`config.mk`:
```
export PLATFORM = sky130hd
export DESIGN_NAME = axi_slave_rd_responder
export DESIGN_NICKNAME = d
export VERILOG_FILES = /design/src/rtl/axi_perf_pkg.sv /design/src/rtl/rd_cmd_fifo.sv /design/src/rtl/axi_slave_rd_responder.sv
export SDC_FILE = /design/constraint.sdc
export NUM_CORES = 1
export LEC_CHECK = 0
export ABC_CLOCK_PERIOD_IN_PS = 14300
export CORE_AREA = 2 2 291 293
export DETAILED_ROUTE_END_ITERATION = 10
export DIE_AREA = 0 0 293 295
export SLEW_MARGIN = 10
export SYNTH_ARGS = -nofsm -noshare
export SYNTH_HDL_FRONTEND = slang
export SYNTH_HIERARCHICAL = 1
export SYNTH_SLANG_ARGS = --single-unit
```
`constraint.sdc`:
```
create_clock -name clk -period 14.3 [get_ports clk]
set_clock_uncertainty 0.2 [all_clocks]
set_input_delay 2.145 -clock clk [delete_from_list [all_inputs] [get_ports clk]]
set_output_delay 2.145 -clock clk [all_outputs]
set_load 0.01 [all_outputs]
```
`src/rtl/axi_perf_pkg.sv`:
```
// Shared AXI encodings, response FSM states and the AR command entry for the read responder.
package axi_perf_pkg;

  localparam int MAX_ID_WIDTH = 16;

  localparam logic [1:0] BURST_INCR  = 2'b01;
  localparam logic [1:0] RESP_OKAY   = 2'b00;
  localparam logic [1:0] RESP_SLVERR = 2'b10;

  typedef enum logic [1:0] {
    ST_IDLE  = 2'd0,
    ST_DELAY = 2'd1,
    ST_DATA  = 2'd2
  } rsp_state_t;

  // id is sized for the widest supported ARID; narrower IDs are zero-extended.
  typedef struct packed {
    logic [MAX_ID_WIDTH-1:0] id;
    logic [7:0]              len;
    logic [2:0]              size;
    logic [1:0]              burst;
  } ar_cmd_t;

  function automatic logic [2:0] max_arsize(input int data_width);
    return 3'($clog2(data_width / 8));
  endfunction

endpackage

```
`src/rtl/rd_cmd_fifo.sv`:
```
// AR command queue: DEPTH entries (power of 2, >= 2), registered full/empty flags.
module rd_cmd_fifo
  import axi_perf_pkg::*;
#(
  parameter int DEPTH = 4
) (
  input  logic    clk,
  input  logic    reset,
  input  logic    push,
  input  ar_cmd_t din,
  input  logic    pop,
  output ar_cmd_t dout,
  output logic    full,
  output logic    empty
);

  localparam int AW = $clog2(DEPTH);

  ar_cmd_t       mem [DEPTH];
  logic [AW-1:0] wr_ptr;
  logic [AW-1:0] rd_ptr;
  logic [AW:0]   count;
  logic [AW:0]   count_next;
  logic          do_push;
  logic          do_pop;

  // Push is qualified by the registered full flag only, so a pop in the same
  // cycle does not make room until the following cycle.
  assign do_push = push & ~full;
  assign do_pop  = pop & ~empty;
  assign dout    = mem[rd_ptr];

  always_comb begin
    count_next = count;
    case ({do_push, do_pop})
      2'b10:   count_next = count + 1'b1;
      2'b01:   count_next = count - 1'b1;
      default: count_next = count;
    endcase
  end

  always_ff @(posedge clk or posedge reset) begin
    if (reset) begin
      wr_ptr <= '0;
      rd_ptr <= '0;
      count  <= '0;
      full   <= 1'b0;
      empty  <= 1'b1;
    end else begin
      if (do_push) wr_ptr <= wr_ptr + 1'b1;
      if (do_pop)  rd_ptr <= rd_ptr + 1'b1;
      count <= count_next;
      full  <= (count_next == (AW+1)'(DEPTH));
      empty <= (count_next == '0);
    end
  end

  always_ff @(posedge clk) begin
    if (do_push) mem[wr_ptr] <= din;
  end

endmodule

```
`src/rtl/axi_slave_rd_responder.sv`:
```
// AXI read-channel responder generating a counting data pattern with per-burst delay.
// Define RD_RESPONDER_ERR_INJECT_EN to return SLVERR on every beat of burst number err_burst.
module axi_slave_rd_responder
  import axi_perf_pkg::*;
#(
  parameter int ID_WIDTH   = 2,
  parameter int ADDR_WIDTH = 64,
  parameter int DATA_WIDTH = 512,
  parameter int CMD_DEPTH  = 4
) (
  input  logic                  clk,
  input  logic                  reset,
  input  logic [ID_WIDTH-1:0]   s_axi_arid,
  input  logic [ADDR_WIDTH-1:0] s_axi_araddr,
  input  logic [7:0]            s_axi_arlen,
  input  logic [2:0]            s_axi_arsize,
  input  logic [1:0]            s_axi_arburst,
  input  logic                  s_axi_arvalid,
  output logic                  s_axi_arready,
  output logic [ID_WIDTH-1:0]   s_axi_rid,
  output logic [DATA_WIDTH-1:0] s_axi_rdata,
  output logic [1:0]            s_axi_rresp,
  output logic                  s_axi_rlast,
  output logic                  s_axi_rvalid,
  input  logic                  s_axi_rready,
  input  logic                  start_pulse,
  input  logic [31:0]           init_data,
  input  logic [7:0]            rsp_delay,
  input  logic [31:0]           err_burst,
  output logic [31:0]           burst_count,
  output logic [39:0]           beat_count,
  output logic                  proto_error
);

  localparam int         WORDS    = DATA_WIDTH / 32;
  localparam logic [2:0] SIZE_MAX = max_arsize(DATA_WIDTH);

  rsp_state_t  state;
  rsp_state_t  state_next;
  ar_cmd_t     push_cmd;
  ar_cmd_t     head_cmd;
  ar_cmd_t     cur_cmd;
  logic        q_full;
  logic        q_empty;
  logic        q_pop;
  logic        ar_fire;
  logic        r_fire;
  logic        bad_req;
  logic        burst_err;
  logic [7:0]  dly_cnt;
  logic [7:0]  beat_idx;
  logic [39:0] idx;
  logic [31:0] word;
  logic        unused_ok;

  assign s_axi_arready = ~q_full & ~reset;
  assign ar_fire       = s_axi_arvalid & s_axi_arready;
  assign bad_req       = (s_axi_arburst != BURST_INCR) || (s_axi_arsize > SIZE_MAX);

  always_comb begin
    push_cmd                   = '0;
    push_cmd.id[ID_WIDTH-1:0]  = s_axi_arid;
    push_cmd.len               = s_axi_arlen;
    push_cmd.size              = s_axi_arsize;
    push_cmd.burst             = s_axi_arburst;
  end

  rd_cmd_fifo #(
    .DEPTH (CMD_DEPTH)
  ) u_cmd_fifo (
    .clk   (clk),
    .reset (reset),
    .push  (ar_fire),
    .din   (push_cmd),
    .pop   (q_pop),
    .dout  (head_cmd),
    .full  (q_full),
    .empty (q_empty)
  );

  always_comb begin
    state_next = state;
    q_pop      = 1'b0;
    unique case (state)
      ST_IDLE: begin
        if (!q_empty) begin
          q_pop      = 1'b1;
          state_next = ST_DELAY;
        end
      end
      ST_DELAY: begin
        if (dly_cnt == 8'd0) state_next = ST_DATA;
      end
      ST_DATA: begin
        if (r_fire && s_axi_rlast) state_next = ST_IDLE;
      end
      default: state_next = ST_IDLE;
    endcase
  end

  always_ff @(posedge clk or posedge reset) begin
    if (reset) begin
      state    <= ST_IDLE;
      dly_cnt  <= 8'd0;
      beat_idx <= 8'd0;
      cur_cmd  <= '0;
    end else begin
      state <= state_next;
      if (q_pop) begin
        cur_cmd  <= head_cmd;
        dly_cnt  <= rsp_delay;
        beat_idx <= 8'd0;
      end else if (state == ST_DELAY && dly_cnt != 8'd0) begin
        dly_cnt <= dly_cnt - 8'd1;
      end
      if (r_fire) beat_idx <= beat_idx + 8'd1;
    end
  end

  // Outputs are gated by the DATA state so they read zero in reset and between bursts;
  // every term only changes on a handshake, which keeps them stable under backpressure.
  assign s_axi_rvalid = (state == ST_DATA);
  assign r_fire       = s_axi_rvalid & s_axi_rready;
  assign s_axi_rlast  = s_axi_rvalid && (beat_idx == cur_cmd.len);
  assign s_axi_rid    = s_axi_rvalid ? cur_cmd.id[ID_WIDTH-1:0] : '0;
  assign word         = init_data + idx[31:0];
  assign s_axi_rdata  = s_axi_rvalid ? {WORDS{word}} : '0;
  assign s_axi_rresp  = (s_axi_rvalid && burst_err) ? RESP_SLVERR : RESP_OKAY;

`ifdef RD_RESPONDER_ERR_INJECT_EN
  // The burst in flight is number burst_count + 1 since the last start or reset.
  assign burst_err = (err_burst != 32'd0) && (err_burst == burst_count + 32'd1);
  assign unused_ok = ^{s_axi_araddr, cur_cmd.id, cur_cmd.size, cur_cmd.burst, idx[39:32]};
`else
  assign burst_err = 1'b0;
  assign unused_ok = ^{s_axi_araddr, cur_cmd.id, cur_cmd.size, cur_cmd.burst, idx[39:32], err_burst};
`endif

  always_ff @(posedge clk or posedge reset) begin
    if (reset) begin
      idx         <= 40'd0;
      beat_count  <= 40'd0;
      burst_count <= 32'd0;
      proto_error <= 1'b0;
    end else if (start_pulse) begin
      idx         <= 40'd0;
      beat_count  <= 40'd0;
      burst_count <= 32'd0;
      proto_error <= 1'b0;
    end else begin
      if (r_fire) begin
        idx        <= idx + 40'd1;
        beat_count <= beat_count + 40'd1;
        if (s_axi_rlast) burst_count <= burst_count + 32'd1;
      end
      if (ar_fire && bad_req) proto_error <= 1'b1;
    end
  end

endmodule

```
==> summary.md, run 1 <==
| Metric | Value |
|---|---|
| Slew headroom | `0.2149` |
| Number of max-cap violations | `0` |
| First-pass GRT wire length | `64.10 mm` |
| YS warnings | `6` |
| Layout cell share with drive strength beyond 1 | `0.05671` |
| Data required, critical path | `11950 ps` |
| Min Clock Period, post-route | `9401 ps` |
| I/O Buffers | `649` |
| Starting DRT DRC Count | `574` |
| Routability Congestion | `0.8179` |
| Final-report hold violation count | `0` |
| H-tree Lvls | `4` |
| Worst path arrival time | `7060 ps` |
| CTS tree | `done` |
| Post-synthesis cell count | `1552` |
| FF-to-FF setup slack | `10560 ps` |
| Peak Freq | `106.4 MHz` |
| Critical path origin | `init_data[0]` |
| Clock network power share | `0.184` |
| Die X | `293 um` |
| CP endpoint kind | `output port` |
| Vias in the first global route | `9460` |
| Hpwl dp | `35.36 mm` |
| Worst Setup Slack, final | `4899 ps` |
| First-pass DRT Iterations | `5` |
| Final setup viols | `0` |
| Final #Nets | `1915` |
| Grt ovf | `0` |
| Synth-to-Final Area Change | `34.70%` |
| Avg Cell Area, Syn | `8.971 um2` |
| Post-CTS setup buffers | `0` |
| DRC violations left | `0` |
| Net Sw Frac | `0.3663` |
| Num CTS Buffers | `17` |
| Largest net degree at the start of global routing | `86` |
| Hold_buf cts | `0` |
| Deepest clock path buffer count | `2` |
| Slew @ Worst Pin | `1173 ps` |
| Die area | `0.08644 mm2` |
| Combinational share of power | `0.562` |
| Power Dens Cells | `133.5 mW/mm2` |
| Initial antenna violation count | `7` |
| Resized Gates After CTS | `0` |
| Leak Pwr | `7.264 nW` |
| Post-synth design cell area | `0.01392 mm2` |
| VDD IR-drop max | `0.00008932 V` |
| Setup TNS | `0 ps` |
| Post-route ant nets | `0` |
| RSZ-0062 raised after global routing | `false` |
| P_int | `1.586 mW` |
| Startpoint Class | `input port` |
| Final instance area | `0.01875 mm2` |
| Fin util | `0.2255` |
| Row cnt | `106` |
| Crit Path Class | `in2out` |
| Post-DP Area | `0.01820 mm2` |
| Initial Util | `0.1674` |
| Sequential Power Share | `0.254` |
| Core Area | `0.08316 mm2` |
| Worst Path Max Fanout | `16` |
| Final Max Tran Viols | `0` |
| CTS sink cnt | `182` |
| Gr usage total | `0.09895` |
| Hold Crit Class | `reg2reg` |
| R2R Path Start | `u_cmd_fifo/empty` |
| Clock Latency Late Sink | `450 ps` |
| I/O pin count | `748` |
| Wirelength per Cell | `16.20 um` |
| Critical hold path startpoint | `cur_cmd[13]` |
| Via Count | `10440` |
| Die Y | `295 um` |
| Post-Place Setup Slack | `4967 ps` |
| Status | `complete, no violations` |
| Layout fillers | `9076` |
| Period utilisation layout | `0.6574` |
| CTS root buf | `clkbuf_16` |
| Net Sw Power | `916.8 uW` |
| Total Wirelength | `45.52 mm` |
| Clock slew at the register clock pins of the worst setup and hold paths | `80 ps` |
| Worst hold margin | `284.5 ps` |
| Via density | `3.715` |
==> metrics by stage <==
step | std cells | power (mW)
2_1_floorplan | 1553 | 1.627
3_3_place_gp | 2776 | 2.081
3_5_place_dp | 2776 | 2.087
4_1_cts | 2808 | 2.562
5_1_grt | 2809 | 2.650
6_report | 2810 | 2.503
==> state kept, by name, summed over array words and instances (netlist names) <==
signal and cells:
u_cmd_fifo/rd_ptr 2, u_cmd_fifo/full 1, proto_error 1, state 2
dly_cnt 8, u_cmd_fifo/empty 1, beat_count 40, u_cmd_fifo/count 3
cur_cmd 10, idx 32, u_cmd_fifo/mem 40, u_cmd_fifo/wr_ptr 2
beat_idx 8, burst_count 32
==> per-layer routing <==
layer	share of wire	wire length (um)	vias to the layer above	track usage
met1	0.42	19010	5024	0.1196
li1	-	-	5035	-
met4	0.011	512	8	0.02376
met5	0.0011	48	-	0
met3	0.055	2515	31	0.02218
met2	0.51	23440	341	0.1773
==> path summary, 6_finish.rpt <==
check                                  endpoint  cells past startpoint
max                             s_axi_rdata[62]                     12
max in group asynchronous               idx[17]                      3
min reg2reg                         cur_cmd[13]                      2
min                                 cur_cmd[13]                      2
max reg2reg                 u_cmd_fifo/count[2]                      9
min in group asynchronous  u_cmd_fifo/wr_ptr[0]                      2
==> final cells by class <==
type | instances | area (um2) | area share
clock inverter | 12 | 108.9 | 0.005804
multi-input combinational | 822 | 5365 | 0.2861
sequential | 182 | 4756 | 0.2536
antenna | 2 | 5.005 | 0.0002669
inverter | 24 | 95.09 | 0.005070
timing repair buffer | 668 | 6636 | 0.3539
clock buffer | 20 | 436.7 | 0.02328
tap | 1080 | 1351 | 0.07205
==> layout by cell type (no fill, tap or decap), types with 6 or more instances in the layout <==
cell             count
xnor2_1             51
inv_1               21
or3_1               10
o21a_1               6
edfxtp_1            40
buf_4               20
nand4_1             37
nor2b_1              6
a21oi_1             39
and2_1              13
dfrtp_1            141
and4_1              14
nor3_1              23
and3_1              17
ha_1                42
clkbuf_16           17
xor2_1              83
nor3_2               6
nor2_1             140
nand2b_1             8
a21o_1              18
clkdlybuf4s50_1    648
mux4_2              10
o21ai_0             41
nand3_1             48
nor2_2               9
nand2_1            121
==> critical path, stage by stage <==
cell             delay [ps]
clkdlybuf4s50_1         460
ha_1                    230
inv_1                    70
fa_1                    370
and2b_1                 250
o2111ai_1               250
a2111oi_0               810
and3b_1                 340
nor2_1                  250
a41oi_1                 240
mux2i_1                 910
clkdlybuf4s50_1         720
==> power by group through the flow <==
stage	logic, mW	clock network (mW)	registers [mW]
6_report	1.41	0.460	0.637
5_1_grt	1.50	0.502	0.646
4_1_cts	1.44	0.483	0.637
3_5_place_dp	1.44	0	0.647
3_3_place_gp	1.43	0	0.646
2_1_floorplan	0.994	0	0.633
No activity file was read; power rests on OpenSTA's default activity.
==> inputs of run 2 (changes only) <==
ABC_CLOCK_PERIOD_IN_PS = 8100   (was 14300)
CORE_AREA = 2 2 289 291   (was 2 2 291 293)
DIE_AREA = 0 0 291 293   (was 0 0 293 295)
clock period = 8.1 ns   (was 14.3 ns; I/O delays follow)
==> run 2 against run 1 <==
Effect of this change:
- die area fell by 1.4%
- largest cell class unchanged
- utilization up 0.48 points
- first-iteration DRC count decreased by 28%
- setup slack got worse by 3700 ps
- global-route usage increased by 0.37 points
- total power rose by 80%
- count of clock-buffer cells in the layout is 3 lower
- flip-flop and latch count unchanged
==> summary.md, run 2 (synthesized netlist as in run 1, its figures left out) <==
| Metric | Value |
|---|---|
| H-tree Lvls | `4 (unchanged)` |
| Routability Congestion | `0.8096 (-1.0%)` |
| Die area | `0.08526 mm2 (-1.4%)` |
| Min Clock Period, post-route | `6878 ps` |
| Final Max Tran Viols | `0 (unchanged)` |
| RSZ-0062 raised after global routing | `false` |
| CTS tree | `done` |
| VDD IR-drop max | `0.0002025 V (+130%)` |
| FF-to-FF setup slack | `4730 ps (-5830 ps)` |
| Num CTS Buffers | `17 (unchanged)` |
| Final #Nets | `1921 (+0.31%)` |
| Power Dens Cells | `239.2 mW/mm2 (+79%)` |
| Gr usage total | `0.1027 (+0.003708)` |
| Resized Gates After CTS | `0 (unchanged)` |
| Largest net degree at the start of global routing | `79 (-8.1%)` |
| Deepest clock path buffer count | `2 (unchanged)` |
| Final-report hold violation count | `0 (unchanged)` |
| Met1 WL | `18.68 mm (-1.7%)` |
| Post-CTS setup buffers | `0 (unchanged)` |
| DRC violations left | `0 (unchanged)` |
| Worst path arrival time | `5460 ps (-1600 ps)` |
| Worst hold margin | `297.1 ps (+12.64 ps)` |
| Via Count | `10510 (+0.63%)` |
| Period utilisation layout | `0.8492` |
| Post-Place Setup Slack | `1130 ps (-3837 ps)` |
| Clock Latency Late Sink | `490 ps (+40 ps)` |
| Max Used Layer | `met5` |
| Vias in the first global route | `9876 (+4.4%)` |
| Peak Freq | `145.4 MHz` |
| CTS root buf | `clkbuf_16` |
| Initial Util | `0.1701 (+0.002680)` |
| Hold Crit Class | `reg2reg` |
| Slew @ Worst Pin | `1141 ps (-32.47 ps)` |
| Post-route ant nets | `0 (unchanged)` |
| Status | `complete, no violations` |
| CTS sink cnt | `182 (unchanged)` |
| Biggest regs | `beat_count x40, u_cmd_fifo/mem x40` |
| Slew headroom | `0.2366 (+0.02172)` |
| Synth-to-Final Area Change | `35.41%` |
| First-pass GRT wire length | `65.71 mm (+2.5%)` |
| Die Y | `293 um (-0.68%)` |
| I/O pin count | `748 (unchanged)` |
| First-pass DRT Iterations | `5 (unchanged)` |
| Grt ovf | `0 (unchanged)` |
| Data required, critical path | `6680 ps (-5270 ps)` |
| Layout cell share with drive strength beyond 1 | `0.06171 (+0.004994)` |
| Met3 routed WL | `2.558 mm (+1.7%)` |
| Number of max-cap violations | `0 (unchanged)` |
| Wirelength per Cell | `16.19 um (about the same)` |
| Setup TNS | `0 ps (unchanged)` |
| Crit Path Class | `in2out` |
| Core Area | `0.08185 mm2 (-1.6%)` |
| Total Wirelength | `45.40 mm (-0.25%)` |
| Via density | `3.745 (+0.81%)` |
| Clock slew at the register clock pins of the worst setup and hold paths | `80 ps (about the same)` |
| Initial antenna violation count | `4 (-3)` |
| I/O Buffers | `649 (unchanged)` |
| Final setup viols | `0 (unchanged)` |
| Worst Setup Slack, final | `1222 ps (-3677 ps)` |
| Total power | `4.511 mW (+80%)` |
| Hpwl dp | `35.62 mm (+0.73%)` |
| Worst Path Max Fanout | `14 (-2)` |
| Leak Pwr | `7.322 nW (+0.80%)` |
| Starting DRT DRC Count | `416 (-28%)` |
| DR WL met2 | `23.35 mm (-0.36%)` |
| Most frequent cells in the layout | `clkdlybuf4s50_1 (648), dfrtp_1 (141), nor2_1 (140)` |
| Commonest non-fill, non-tap cell in the layout | `clkdlybuf4s50_1` |
| CP endpoint kind | `output port` |
| Row cnt | `105 (-0.94%)` |
| Die X | `291 um (-0.68%)` |
| Startpoint Class | `input port` |
| Hold_buf cts | `0 (unchanged)` |
## run 2: cell count changes in the layout (fill, tap and decap cells not counted), sizes merged
cell    previous run  this run
buf               20        26
bufinv             0         1
clkbuf            20        17
clkinv             5         8
diode              2         1
inv               31        30
## run 2: worst paths after layout
kind | start | to | cells after the start
setup / recovery | init_data[0] | s_axi_rdata[88] | 13
hold / removal | cur_cmd[9] | cur_cmd[9] | 2
setup reg to reg | state[0] | beat_count[36] | 8
hold reg to reg | cur_cmd[9] | cur_cmd[9] | 2
max in group asynchronous | reset | cur_cmd[5] | 3
min in group asynchronous | reset | u_cmd_fifo/count[1] | 2
## run 2: final cells by class
cell class | count | area, um2
Fill cell | 8806 | 62990
Timing Repair Buffer | 674 | 6681
Multi-Input combinational cell | 822 | 5365
Sequential cell | 182 | 4756
Tap cell | 1070 | 1339
Clock buffer | 17 | 425.4
Clock inverter | 15 | 190.2
Inverter | 24 | 95.09
Antenna cell | 1 | 2.502
## run 2: worst max-delay path: stages
cell	delay, ps
clkdlybuf4s50_1	400
ha_1	260
inv_1	90
fa_1	170
and2b_1	210
o2111ai_1	400
nand4_1	220
a221oi_2	530
a211o_1	230
nand3_1	90
a21oi_2	820
buf_4	280
clkdlybuf4s50_1	550
## run 2: power breakdown
group / total, mW / switching, mW / internal, mW
sequential: 1.13 / 0.0896 / 1.04
combinational: 2.49 / 1.13 / 1.37
clock: 0.890 / 0.444 / 0.447
## run 2: metrics by stage
step                instances  area, um2    util
finish                   2805      18850  0.2304
detailed placement       2772      18240  0.2228
floorplan                1553      13930       -
global route             2804      18850  0.2303
global placement         2772      18240  0.2228
CTS                      2804      18850  0.2303
## run 2: layer usage
metal / vias up / global-route usage
met2: 357 / 0.1830
met1: 5034 / 0.1201
met3: 45 / 0.02716
met5: - / 0
met4: 6 / 0.03033
li1: 5063 / -
